`src/rtl/ps2_pkg.sv`:
```
// Scan-code constants, sequencer FSM states and the queued key-event type
// shared by the PS/2 scan-code sequencer and its event FIFO.
package ps2_pkg;

  localparam logic [7:0] SC_E0     = 8'hE0;
  localparam logic [7:0] SC_F0     = 8'hF0;
  localparam logic [7:0] SC_E1     = 8'hE1;
  localparam logic [7:0] SC_LSHIFT = 8'h12;
  localparam logic [7:0] SC_RSHIFT = 8'h59;

  // Pause/Break sends E1 followed by seven more bytes that carry no key event
  localparam logic [2:0] PAUSE_TAIL = 3'd7;

  typedef enum logic [2:0] {
    ST_IDLE,
    ST_PE0,
    ST_PF0,
    ST_PE0F0,
    ST_PAUSE
  } ps2_state_e;

  typedef struct packed {
    logic       ext;
    logic       brk;
    logic [7:0] code;
  } key_event_t;

endpackage

```
`src/rtl/ps2_if.sv`:
```
// Byte-receiver input, key-event output and status bundle of the PS/2 sequencer.
// master = receiver/consumer side, slave = the sequencer.
interface ps2_if #(
  parameter int ERR_W = 8
);
  logic [7:0]       rx_byte;
  logic             rx_valid;
  logic             rx_err;
  logic [7:0]       key_code;
  logic             key_ext;
  logic             key_brk;
  logic             key_valid;
  logic             key_ready;
  logic             shift_held;
  logic             ovf;
  logic             ovf_clr;
  logic [ERR_W-1:0] err_cnt;

  modport master (
    output rx_byte, rx_valid, rx_err, key_ready, ovf_clr,
    input  key_code, key_ext, key_brk, key_valid, shift_held, ovf, err_cnt
  );

  modport slave (
    input  rx_byte, rx_valid, rx_err, key_ready, ovf_clr,
    output key_code, key_ext, key_brk, key_valid, shift_held, ovf, err_cnt
  );
endinterface

```
`src/rtl/ps2_event_fifo.sv`:
```
// First-word-fall-through key-event FIFO; a push into a full FIFO only lands
// when a pop frees the head in the same cycle.
module ps2_event_fifo
  import ps2_pkg::*;
#(
  parameter int DEPTH = 8
) (
  input  logic                       clk,
  input  logic                       rst_n,
  input  logic                       push,
  input  key_event_t                 din,
  input  logic                       pop,
  output key_event_t                 dout,
  output logic                       full,
  output logic                       empty,
  output logic [$clog2(DEPTH):0]     count
);
  localparam int AW = $clog2(DEPTH);

  key_event_t      mem [DEPTH];
  logic [AW-1:0]   wp, rp;
  logic [AW:0]     cnt;
  logic            do_push, do_pop;

  assign empty   = (cnt == '0);
  assign full    = (cnt == (AW+1)'(DEPTH));
  assign do_pop  = pop & ~empty;
  assign do_push = push & (~full | do_pop);
  assign count   = cnt;
  // Storage is not reset, so mask the head while empty
  assign dout    = empty ? '0 : mem[rp];

  always_ff @(posedge clk)
    if (do_push) mem[wp] <= din;

  always_ff @(posedge clk or negedge rst_n) begin
    if (!rst_n) begin
      wp  <= '0;
      rp  <= '0;
      cnt <= '0;
    end else begin
      if (do_push) wp <= wp + 1'b1;
      if (do_pop)  rp <= rp + 1'b1;
      if (do_push && !do_pop)      cnt <= cnt + 1'b1;
      else if (do_pop && !do_push) cnt <= cnt - 1'b1;
    end
  end
endmodule

```
`src/rtl/ps2_scancode_sequencer.sv`:
```
// Turns PS/2 receiver bytes into {ext,brk,code} key events queued in a FWFT FIFO.
// Optional auto-repeat suppression: define PS2_TYPEMATIC_FILTER_EN.
module ps2_scancode_sequencer
  import ps2_pkg::*;
#(
  parameter int FIFO_DEPTH     = 8,
  parameter int TIMEOUT_CYCLES = 2_000_000,
  parameter int ERR_W          = 8
) (
  input logic   clk,
  input logic   reset,
  ps2_if.slave  bus
);
  localparam int AW = $clog2(FIFO_DEPTH);
  localparam int TW = (TIMEOUT_CYCLES > 2) ? $clog2(TIMEOUT_CYCLES) : 1;
  localparam logic [TW-1:0] TMO_LAST = TW'(TIMEOUT_CYCLES - 1);

  ps2_state_e      state_q, state_d;
  logic [2:0]      pcnt_q, pcnt_d;
  logic [TW-1:0]   tcnt_q;
  logic            tmo, emit, suppress, emit_q;
  key_event_t      ev, ev_q, head;
  logic            lsh_q, rsh_q, ovf_q;
  logic [ERR_W-1:0] err_q;
  logic            fifo_full, fifo_empty, pop, drop;
  logic [AW:0]     fifo_cnt;

  assign tmo = (state_q != ST_IDLE) && (tcnt_q == TMO_LAST);

  always_comb begin
    state_d = state_q;
    pcnt_d  = pcnt_q;
    emit    = 1'b0;
    ev      = '0;
    ev.code = bus.rx_byte;
    if (bus.rx_err) begin
      state_d = ST_IDLE;
    end else if (bus.rx_valid) begin
      case (state_q)
        ST_IDLE: begin
          if (bus.rx_byte == SC_E0)      state_d = ST_PE0;
          else if (bus.rx_byte == SC_F0) state_d = ST_PF0;
          else if (bus.rx_byte == SC_E1) begin
            state_d = ST_PAUSE;
            pcnt_d  = PAUSE_TAIL;
          end else emit = 1'b1;
        end
        ST_PE0: begin
          if (bus.rx_byte == SC_F0) state_d = ST_PE0F0;
          else if (bus.rx_byte != SC_E0) begin
            emit    = 1'b1;
            ev.ext  = 1'b1;
            state_d = ST_IDLE;
          end
        end
        ST_PF0: begin
          emit    = 1'b1;
          ev.brk  = 1'b1;
          state_d = ST_IDLE;
        end
        ST_PE0F0: begin
          emit    = 1'b1;
          ev.ext  = 1'b1;
          ev.brk  = 1'b1;
          state_d = ST_IDLE;
        end
        ST_PAUSE: begin
          pcnt_d = pcnt_q - 3'd1;
          if (pcnt_q == 3'd1) state_d = ST_IDLE;
        end
        default: state_d = ST_IDLE;
      endcase
    end else if (tmo) begin
      state_d = ST_IDLE;
    end
  end

  always_ff @(posedge clk or negedge reset) begin
    if (!reset) begin
      state_q <= ST_IDLE;
      pcnt_q  <= '0;
      tcnt_q  <= '0;
    end else begin
      state_q <= state_d;
      pcnt_q  <= pcnt_d;
      if (state_q == ST_IDLE || bus.rx_valid || bus.rx_err || tmo) tcnt_q <= '0;
      else tcnt_q <= tcnt_q + 1'b1;
    end
  end

`ifdef PS2_TYPEMATIC_FILTER_EN
  logic       lm_vld;
  logic [8:0] lm;

  // A repeated make of the key still held is the keyboard's auto-repeat
  assign suppress = emit && !ev.brk && lm_vld && (lm == {ev.ext, ev.code});

  always_ff @(posedge clk or negedge reset) begin
    if (!reset) begin
      lm_vld <= 1'b0;
      lm     <= '0;
    end else if (bus.rx_err) begin
      lm_vld <= 1'b0;
    end else if (emit) begin
      if (!ev.brk) begin
        lm_vld <= 1'b1;
        lm     <= {ev.ext, ev.code};
      end else if (lm_vld && lm == {ev.ext, ev.code}) begin
        lm_vld <= 1'b0;
      end
    end
  end
`else
  assign suppress = 1'b0;
`endif

  assign pop  = bus.key_ready & ~fifo_empty;
  assign drop = emit_q & fifo_full & ~pop;

  // Shift state follows every emitted event, whether or not the FIFO keeps it
  always_ff @(posedge clk or negedge reset) begin
    if (!reset) begin
      emit_q <= 1'b0;
      ev_q   <= '0;
      lsh_q  <= 1'b0;
      rsh_q  <= 1'b0;
      err_q  <= '0;
      ovf_q  <= 1'b0;
    end else begin
      emit_q <= emit & ~suppress;
      if (emit) ev_q <= ev;
      if (emit && !ev.ext && ev.code == SC_LSHIFT) lsh_q <= ~ev.brk;
      if (emit && !ev.ext && ev.code == SC_RSHIFT) rsh_q <= ~ev.brk;
      if (bus.rx_err && err_q != '1) err_q <= err_q + 1'b1;
      if (drop)             ovf_q <= 1'b1;
      else if (bus.ovf_clr) ovf_q <= 1'b0;
    end
  end

  ps2_event_fifo #(.DEPTH(FIFO_DEPTH)) u_fifo (
    .clk   (clk),
    .rst_n (reset),
    .push  (emit_q),
    .din   (ev_q),
    .pop   (pop),
    .dout  (head),
    .full  (fifo_full),
    .empty (fifo_empty),
    .count (fifo_cnt)
  );

  assign bus.key_code   = head.code;
  assign bus.key_ext    = head.ext;
  assign bus.key_brk    = head.brk;
  assign bus.key_valid  = (fifo_cnt != '0);
  assign bus.shift_held = lsh_q | rsh_q;
  assign bus.ovf        = ovf_q;
  assign bus.err_cnt    = err_q;
endmodule

```
`src/flat_wrapper.sv`:
```
// flat-port wrapper written by rule: the top's interface ports become plain ports
module ps2_scancode_sequencer_flat import ps2_pkg::*;
#(
  parameter int FIFO_DEPTH     = 8,
  parameter int TIMEOUT_CYCLES = 2_000_000,
  parameter int ERR_W          = 8
)
  (clk, reset, bus_rx_byte, bus_rx_valid, bus_rx_err, bus_key_ready, bus_ovf_clr, bus_key_code, bus_key_ext, bus_key_brk, bus_key_valid, bus_shift_held, bus_ovf, bus_err_cnt);
  ps2_if #(.ERR_W(ERR_W)) bus_i ();
  input logic clk;
  input logic reset;
  input wire logic [$bits(bus_i.rx_byte)-1:0] bus_rx_byte;
  input wire logic [$bits(bus_i.rx_valid)-1:0] bus_rx_valid;
  input wire logic [$bits(bus_i.rx_err)-1:0] bus_rx_err;
  input wire logic [$bits(bus_i.key_ready)-1:0] bus_key_ready;
  input wire logic [$bits(bus_i.ovf_clr)-1:0] bus_ovf_clr;
  output wire logic [$bits(bus_i.key_code)-1:0] bus_key_code;
  output wire logic [$bits(bus_i.key_ext)-1:0] bus_key_ext;
  output wire logic [$bits(bus_i.key_brk)-1:0] bus_key_brk;
  output wire logic [$bits(bus_i.key_valid)-1:0] bus_key_valid;
  output wire logic [$bits(bus_i.shift_held)-1:0] bus_shift_held;
  output wire logic [$bits(bus_i.ovf)-1:0] bus_ovf;
  output wire logic [$bits(bus_i.err_cnt)-1:0] bus_err_cnt;
  assign bus_i.rx_byte = bus_rx_byte;
  assign bus_i.rx_valid = bus_rx_valid;
  assign bus_i.rx_err = bus_rx_err;
  assign bus_i.key_ready = bus_key_ready;
  assign bus_i.ovf_clr = bus_ovf_clr;
  assign bus_key_code = bus_i.key_code;
  assign bus_key_ext = bus_i.key_ext;
  assign bus_key_brk = bus_i.key_brk;
  assign bus_key_valid = bus_i.key_valid;
  assign bus_shift_held = bus_i.shift_held;
  assign bus_ovf = bus_i.ovf;
  assign bus_err_cnt = bus_i.err_cnt;
  ps2_scancode_sequencer #(.FIFO_DEPTH(FIFO_DEPTH), .TIMEOUT_CYCLES(TIMEOUT_CYCLES), .ERR_W(ERR_W)) u_core (.clk(clk), .reset(reset), .bus(bus_i));
endmodule
```
`config.mk`:
```
export PLATFORM = sky130hd
export DESIGN_NAME = ps2_scancode_sequencer_flat
export DESIGN_NICKNAME = d
export VERILOG_FILES = /design/src/rtl/ps2_pkg.sv /design/src/rtl/ps2_if.sv /design/src/rtl/ps2_event_fifo.sv /design/src/rtl/ps2_scancode_sequencer.sv /design/src/flat_wrapper.sv
export SDC_FILE = /design/constraint.sdc
export NUM_CORES = 1
export LEC_CHECK = 0
export ABC_AREA = 1
export BUFFER_PORTS_ARGS = -buffer_cell sky130_fd_sc_hd__buf_2
export CAP_MARGIN = 20
export CORE_ASPECT_RATIO = 0.6
export CORE_UTILIZATION = 55
export CTS_CLUSTER_SIZE = 25
export DETAILED_ROUTE_END_ITERATION = 6
export PLACE_DENSITY = 0.71
export SYNTH_ARGS = -nofsm -noshare
export SYNTH_HDL_FRONTEND = slang
export SYNTH_SLANG_ARGS = --single-unit
export TNS_END_PERCENT = 10
```
`constraint.sdc`:
```
create_clock -name clk -period 2.35 [get_ports clk]
set_input_delay 0.47 -clock clk [delete_from_list [all_inputs] [get_ports clk]]
set_output_delay 0.47 -clock clk [all_outputs]
set_load 0.03 [all_outputs]
```
==> flow_summary.toml, run 1 <==
[run_status]
status = "completed"

[setup_path]
startpoint_type = "register"
crit_path_top_delay_cell = "dfrtp_2"
path_cells = "clkinv_4 > buf_12 > nor2_1 > o32ai_1 > o21ai_0 > nor2_1 > buf_4"
worstReg2RegEnd = "u_core.u_fifo.count[3]"
cp_common_cell = "nor2_1"
crit_start = "u_core.u_fifo.rp[0]"
critical_path.max_stage_delay_ns = 0.45
reg2reg_slack_ns = 0.10
rr_worst_depth = 13
crit_required_ns = 1.88
worstSetupEndpoint = "bus_key_code[2]"
cp_max_fo = 10
worstPathArrival_ns = 1.85
r2r_start = "u_core.u_fifo.count[0]"
critPathKind = "reg -> out"
cp-end-kind = "primary output"

[timing]
rsz0062_at_grt = "true"
max_freq_mhz = 430
max_slew_margin_pct = 63.6
final_max_slew_viol_count = 0
skew_ns = 0.00845
finalCritPeriodShare_pct = 98.9
finalHoldViolCount = 0
setup_viol = 0
setup_tns_ns = 0
worst-slew-pin-transition_ns = 0.541
fin_crit_ns = 2.32

[die]
die_height_um = 85.5
placementRows = 30
core_area_mm2 = 0.0113
dieArea_mm2 = 0.0121
die_x_um = 141
initial_core_util_pct = 56.6
ios = 35

[pwr]
power_frac_seq_pct = 35.9
p_leak_nw = 3.10
switching_power_mw = 3.24
p_int_mw = 5.85
switching_share_pct = 35.6
power.density_mw_per_mm2 = 1180
vdd_drop_max_mv = 0.650
power_frac_clock_pct = 29.2
power_frac_comb_pct = 34.9

[cts]
insertion_delay_ns = 0.42
cts_buffers = 17
h-tree-depth = 4
cts_hold_repair.buffers = 0
tritoncts = "built"
clk_pin_slew_ns = 0.06
numClockSinks = 139
clk_path_buf_depth = 2
cts-root-buf = "clkbuf_16"

[routing]
drt_wl_total_um = 14200
wire_per_inst_um = 16.8
viasPerCell = 5.51
vias = 4646
ant_nets = 0
dr.pass1.iters = 5
drcViolationCount = 0
drt_iter0_drc = 428

[global_routing]
overflow = 0
track_usage_pct = 24.3
grt_pass1_vias = 4294
grt_max_degree = 60
antenna_found_initial = 0
grt_pass1_wl_um = 21800

[synthesis]
avgSynthCellArea_um2 = 10.4
synth_flop_cell = "edfxtp_1"
syn_inst = 612
synthesis.nets = 636
ys.warnings.count = 0
synth_cell_type_count = 40
synth-edff-count = 80
yosys_register_bits = 139
ys_seq_area_share_pct = 60.7
async_reset_ff_share_pct = 42.4
syn_area_mm2 = 0.00639

[placed_design]
dpl_cell_area_mm2 = 0.00683
place_congestion = 0.946
dp.cells = 807
numPortBuffers = 34
dp_hpwl_um = 8580

[hold_path]
hold_path_class = "in -> async"

[final_layout]
stdcell_count = 843
antenna_cells = 0
drive_above_1_share_pct = 22.5
area_growth_pct = 20.1
stdcell_area_mm2 = 0.00768
nets = 694

[flow_run]
cap_violations = 0
==> logic make-up (layout without fill, tap and decap cells) <==
kind of cell / count (synthesis) / in the layout / share of synthesized area [%]
AOI/OAI and AO/OA: 79 / 79 / 8.06
xor gates and xnor gates: 23 / 23 / 3.15
adders and majority gates: 10 / 10 / 2.07
buffers and inverters: 75 / 146 / 4.81
DFF: 139 / 139 / 60.7
and+or+nand+nor: 286 / 286 / 21.2
==> state kept, by name (all words and copies together), names as in the netlist, 3 cells and up <==
register / cells
u_core.ev_q: 10
u_core.state_q: 3
u_core.tcnt_q: 21
u_core.u_fifo.count: 4
u_core.u_fifo.mem: 80
u_core.pcnt_q: 3
u_core.u_fifo.wp: 3
u_core.bus.err_cnt: 8
u_core.u_fifo.rp: 3
==> cell usage in the layout (no fill, tap or decap), types with 7 or more instances in the layout <==
cell       synthesis  final
o32ai_1           20     11
nand3_1           10     10
nor2_1           124    122
nor2_2             8      9
clkbuf_16          0     20
ha_1               9      8
o32ai_2            0      9
buf_4              1     23
xor2_1            13     13
nand4_1           15     15
o21ai_1            3      9
dfrtp_1           59     58
nor3_1             8      7
xnor2_1           10     10
o21ai_2            8      8
buf_2              5     24
edfxtp_1          80     80
inv_1             51     49
nand2_1           88     88
o21ai_0           37     31
==> stage by stage <==
step / power [mW] / hold WS [ns] / util [%] / setup WS, ns
after floorplan: 5.05 / 0.174 / - / 0.189
after global placement: 5.76 / 0.462 / 60.4 / 0.111
after detailed placement: 5.85 / 0.468 / 60.4 / -0.0113
after CTS: 8.61 / 0.0596 / 65.9 / -0.0656
after global routing: 9.50 / 0.0548 / 68.0 / -0.0613
final: 9.08 / 0.0271 / 68.0 / 0.0266
==> worst min-delay path by stage <==
| stage | to | slack, ns | startpoint | depth (start not counted) |
|---|---|---|---|---|
| final | u_core.state_q[2] | 0.03 | reset | 2 |
| after global routing | u_core.state_q[2] | 0.05 | reset | 2 |
| after CTS | u_core.pcnt_q[0] | 0.06 | reset | 2 |
| after detailed placement | u_core.lsh_q | 0.47 | u_core.lsh_q | 2 |
| after global placement | u_core.lsh_q | 0.46 | u_core.lsh_q | 2 |
| after floorplan | u_core.bus.err_cnt[0] | 0.17 | reset | 0 |
==> final cells by class <==
type / instances / area (µm²)
Clock buffer: 19 / 433
Timing Repair Buffer: 58 / 485
Tap cell: 160 / 200
Inverter: 56 / 215
Fill cell: 819 / 3620
Sequential cell: 139 / 3880
Clock inverter: 13 / 151
Multi-Input combinational cell: 398 / 2310
==> layer usage <==
layer  GRT usage [%]  up-vias  wire, µm  share of wire [%]
li1                -     2192         -                  -
met1            35.7     2250      6720                 47
met2            35.8      184      6310                 45
met3            6.14       20       932                6.6
met4            7.71        0       195                1.4
met5               0        -         0                  0
==> critical path: cells and delay by family (launching register included) <==
kind            cells  cell delay, ns
flops               1            0.45
compound gates      2            0.33
simple gates        2            0.20
buf+inv             3            0.45
==> power by group through the flow <==
stage | Combinational [mW] | Clock [mW] | Sequential (mW)
final | 3.17 | 2.65 | 3.26
after global placement | 2.52 | 0 | 3.25
after global routing | 3.43 | 2.78 | 3.30
after floorplan | 1.75 | 0 | 3.31
after CTS | 2.70 | 2.68 | 3.23
after detailed placement | 2.59 | 0 | 3.26
==> cells in the mapped netlist (10+ instances only) <==
master / instances / area, µm²
nand4_1: 15 / 93.8
o32ai_1: 20 / 175
nand2_1: 88 / 330
dfrtp_1: 59 / 1480
inv_1: 51 / 191
o21ai_0: 37 / 185
xnor2_1: 10 / 87.6
nand3_1: 10 / 50.1
xor2_1: 13 / 114
nor2_1: 124 / 465
clkbuf_1: 10 / 37.5
edfxtp_1: 80 / 2400
==> timing repair <==
item	in CTS	in global routing
pin swaps	0	6
setup endpoints to repair	11	11
gates cloned	0	3
resized for setup	10	44
buffers inserted	0	1
(Power assumes the default switching activity.)
==> run 2: changes to the inputs <==
Settings changed: PLACE_DENSITY 0.71 to not set, PLACE_DENSITY_LB_ADDON set to 0.2.
==> flow_summary.toml, run 2 (synthesis results as in run 1) <==
[run_status]
status = "complete, but fails checks"
violations = "negative setup slack"

[global_routing]
grt_pass1_vias = 4463
overflow = 0
grt_max_degree = 43
antenna_found_initial = 0
track_usage_pct = 25.3
grt_pass1_wl_um = 22800

[timing]
finalHoldViolCount = 0
whs_ns = 0.00607
rsz0062_at_grt = "true"
skew_ns = 0.00968
worst-slew-pin-transition_ns = 0.516
final_max_slew_viol_count = 0
max_freq_mhz = 418
finalCritPeriodShare_pct = 102
fin_ws_ns = -0.0449
fin_crit_ns = 2.39
setup_viol = 1
max_slew_margin_pct = 65.6

[setup_path]
critPathKind = "reg -> out"
cp-end-kind = "primary output"
cp_max_fo = 5
crit_required_ns = 1.88
startpoint_type = "register"
worstPathArrival_ns = 1.92

[final_layout]
largest_register_ffs = 80
antenna_cells = 0
final_common_cell = "nor2_1"
nets = 696
final_cell_mix = "nor2_1 (121), nand2_1 (88), edfxtp_1 (80), dfrtp_1 (57), inv_1 (48)"
drive_above_1_share_pct = 24.4
stdcell_count = 845
reg_top3 = "u_core.u_fifo.mem: 80 flops, u_core.tcnt_q: 21 flops, u_core.ev_q: 10 flops"
area_growth_pct = 20.1
top_register = "u_core.u_fifo.mem"
stdcell_area_mm2 = 0.00768

[cts]
numClockSinks = 139
h-tree-depth = 4
cts_hold_repair.buffers = 0
clk_pin_slew_ns = 0.07
tritoncts = "built"
insertion_delay_ns = 0.42
cts-root-buf = "clkbuf_16"
clk_path_buf_depth = 2
cts_buffers = 17

[die]
ios = 35
core_area_mm2 = 0.0113
die_height_um = 85.5
initial_core_util_pct = 56.6
die_x_um = 141
dieArea_mm2 = 0.0121
placementRows = 30

[placed_design]
dp.cells = 805
dpl_cell_area_mm2 = 0.00683
numPortBuffers = 34
dp_slack_ns = 0.0444
place_congestion = 0.847
dp_hpwl_um = 9000

[routing]
wire_per_inst_um = 17.1
drt_wl_total_um = 14500
dr.pass1.iters = 5
drcViolationCount = 0
drt_iter0_drc = 407
ant_nets = 0
vias = 4668
viasPerCell = 5.52

[pwr]
p_leak_nw = 3.10
vdd_drop_max_mv = 0.582
power.density_mw_per_mm2 = 1170

[hold_path]
hold_path_class = "in -> async"

[flow_run]
cap_violations = 0
## run 2: cell count changes in the layout (fill, tap and decap cells not counted), moves of 2 or more
cell and change:
inv_6 +7, buf_4 +4, bufinv_16 -3, clkinv_1 -3, o32ai_1 -3, o32ai_2 +3
clkbuf_1 -2, clkbuf_4 -2, clkinv_2 -2
## run 2: per-layer routing
metal,wire length (µm),track usage (%),share of wire [%],vias up
met3,1120,6.31,7.8,17
met2,6370,37.6,44,188
li1,-,-,-,2199
met1,6860,37.1,47,2264
met5,0,0,0,-
met4,113,7.61,0.78,0
## run 2: final cells by class
| class | instances | area, µm² |
|---|---|---|
| clock buffer | 17 | 425 |
| inverter | 56 | 213 |
| fill | 845 | 3620 |
| timing repair buffer | 60 | 512 |
| sequential | 139 | 3880 |
| multi-input combinational | 398 | 2320 |
| tap | 160 | 200 |
| clock inverter | 15 | 129 |
## run 2: path summary, 6_finish.rpt
kind / from / endpoint / slack, ns / cells after the start
hold reg to reg: u_core.tcnt_q[0] / u_core.tcnt_q[0] / 0.48 / 1
max in group asynchronous: reset / u_core.lsh_q / 1.68 / 2
setup reg to reg: u_core.u_fifo.count[1] / u_core.u_fifo.count[3] / 0.11 / 14
hold / removal: reset / u_core.bus.err_cnt[5] / 0.006 / 1
min in group clk: bus_ovf_clr / u_core.bus.ovf / 0.24 / 2
setup / recovery: u_core.u_fifo.rp[0] / bus_key_code[1] / -0.04 / 8
## run 2: timing repair
action | in CTS | in global routing
cloned | 1 | 4
resized for setup | 12 | 42
setup buffers | 1 | 2
endpoints found under the setup margin | 10 | 11
pin swaps | 0 | 18
## run 2: worst max-delay path: stages, from the launching register on
cell     delay (ns)
dfrtp_2        0.45
inv_4          0.11
buf_8          0.15
buf_16         0.13
nor2_4         0.03
o32ai_2        0.23
nor2_1         0.07
nor2_1         0.14
buf_4          0.19
## run 2: metrics by stage
| step | total power [mW] | setup TNS, ns | util [%] |
|---|---|---|---|
| after global placement | 5.77 | 0 | 60.4 |
| after global routing | 9.47 | -0.502 | 68.0 |
| final | 9.02 | -0.0449 | 68.0 |
| after floorplan | 5.05 | 0 | - |
| after detailed placement | 5.85 | 0 | 60.4 |
| after CTS | 8.55 | -0.00268 | 66.0 |
## run 2: power breakdown
| part | switching [mW] | leakage [nW] | internal, mW |
|---|---|---|---|
| Combinational | 1.95 | 1.36 | 1.30 |
| Clock | 1.13 | 0.260 | 1.38 |
| Sequential | 0.303 | 1.49 | 2.96 |
| Total | 3.38 | 3.10 | 5.64 |
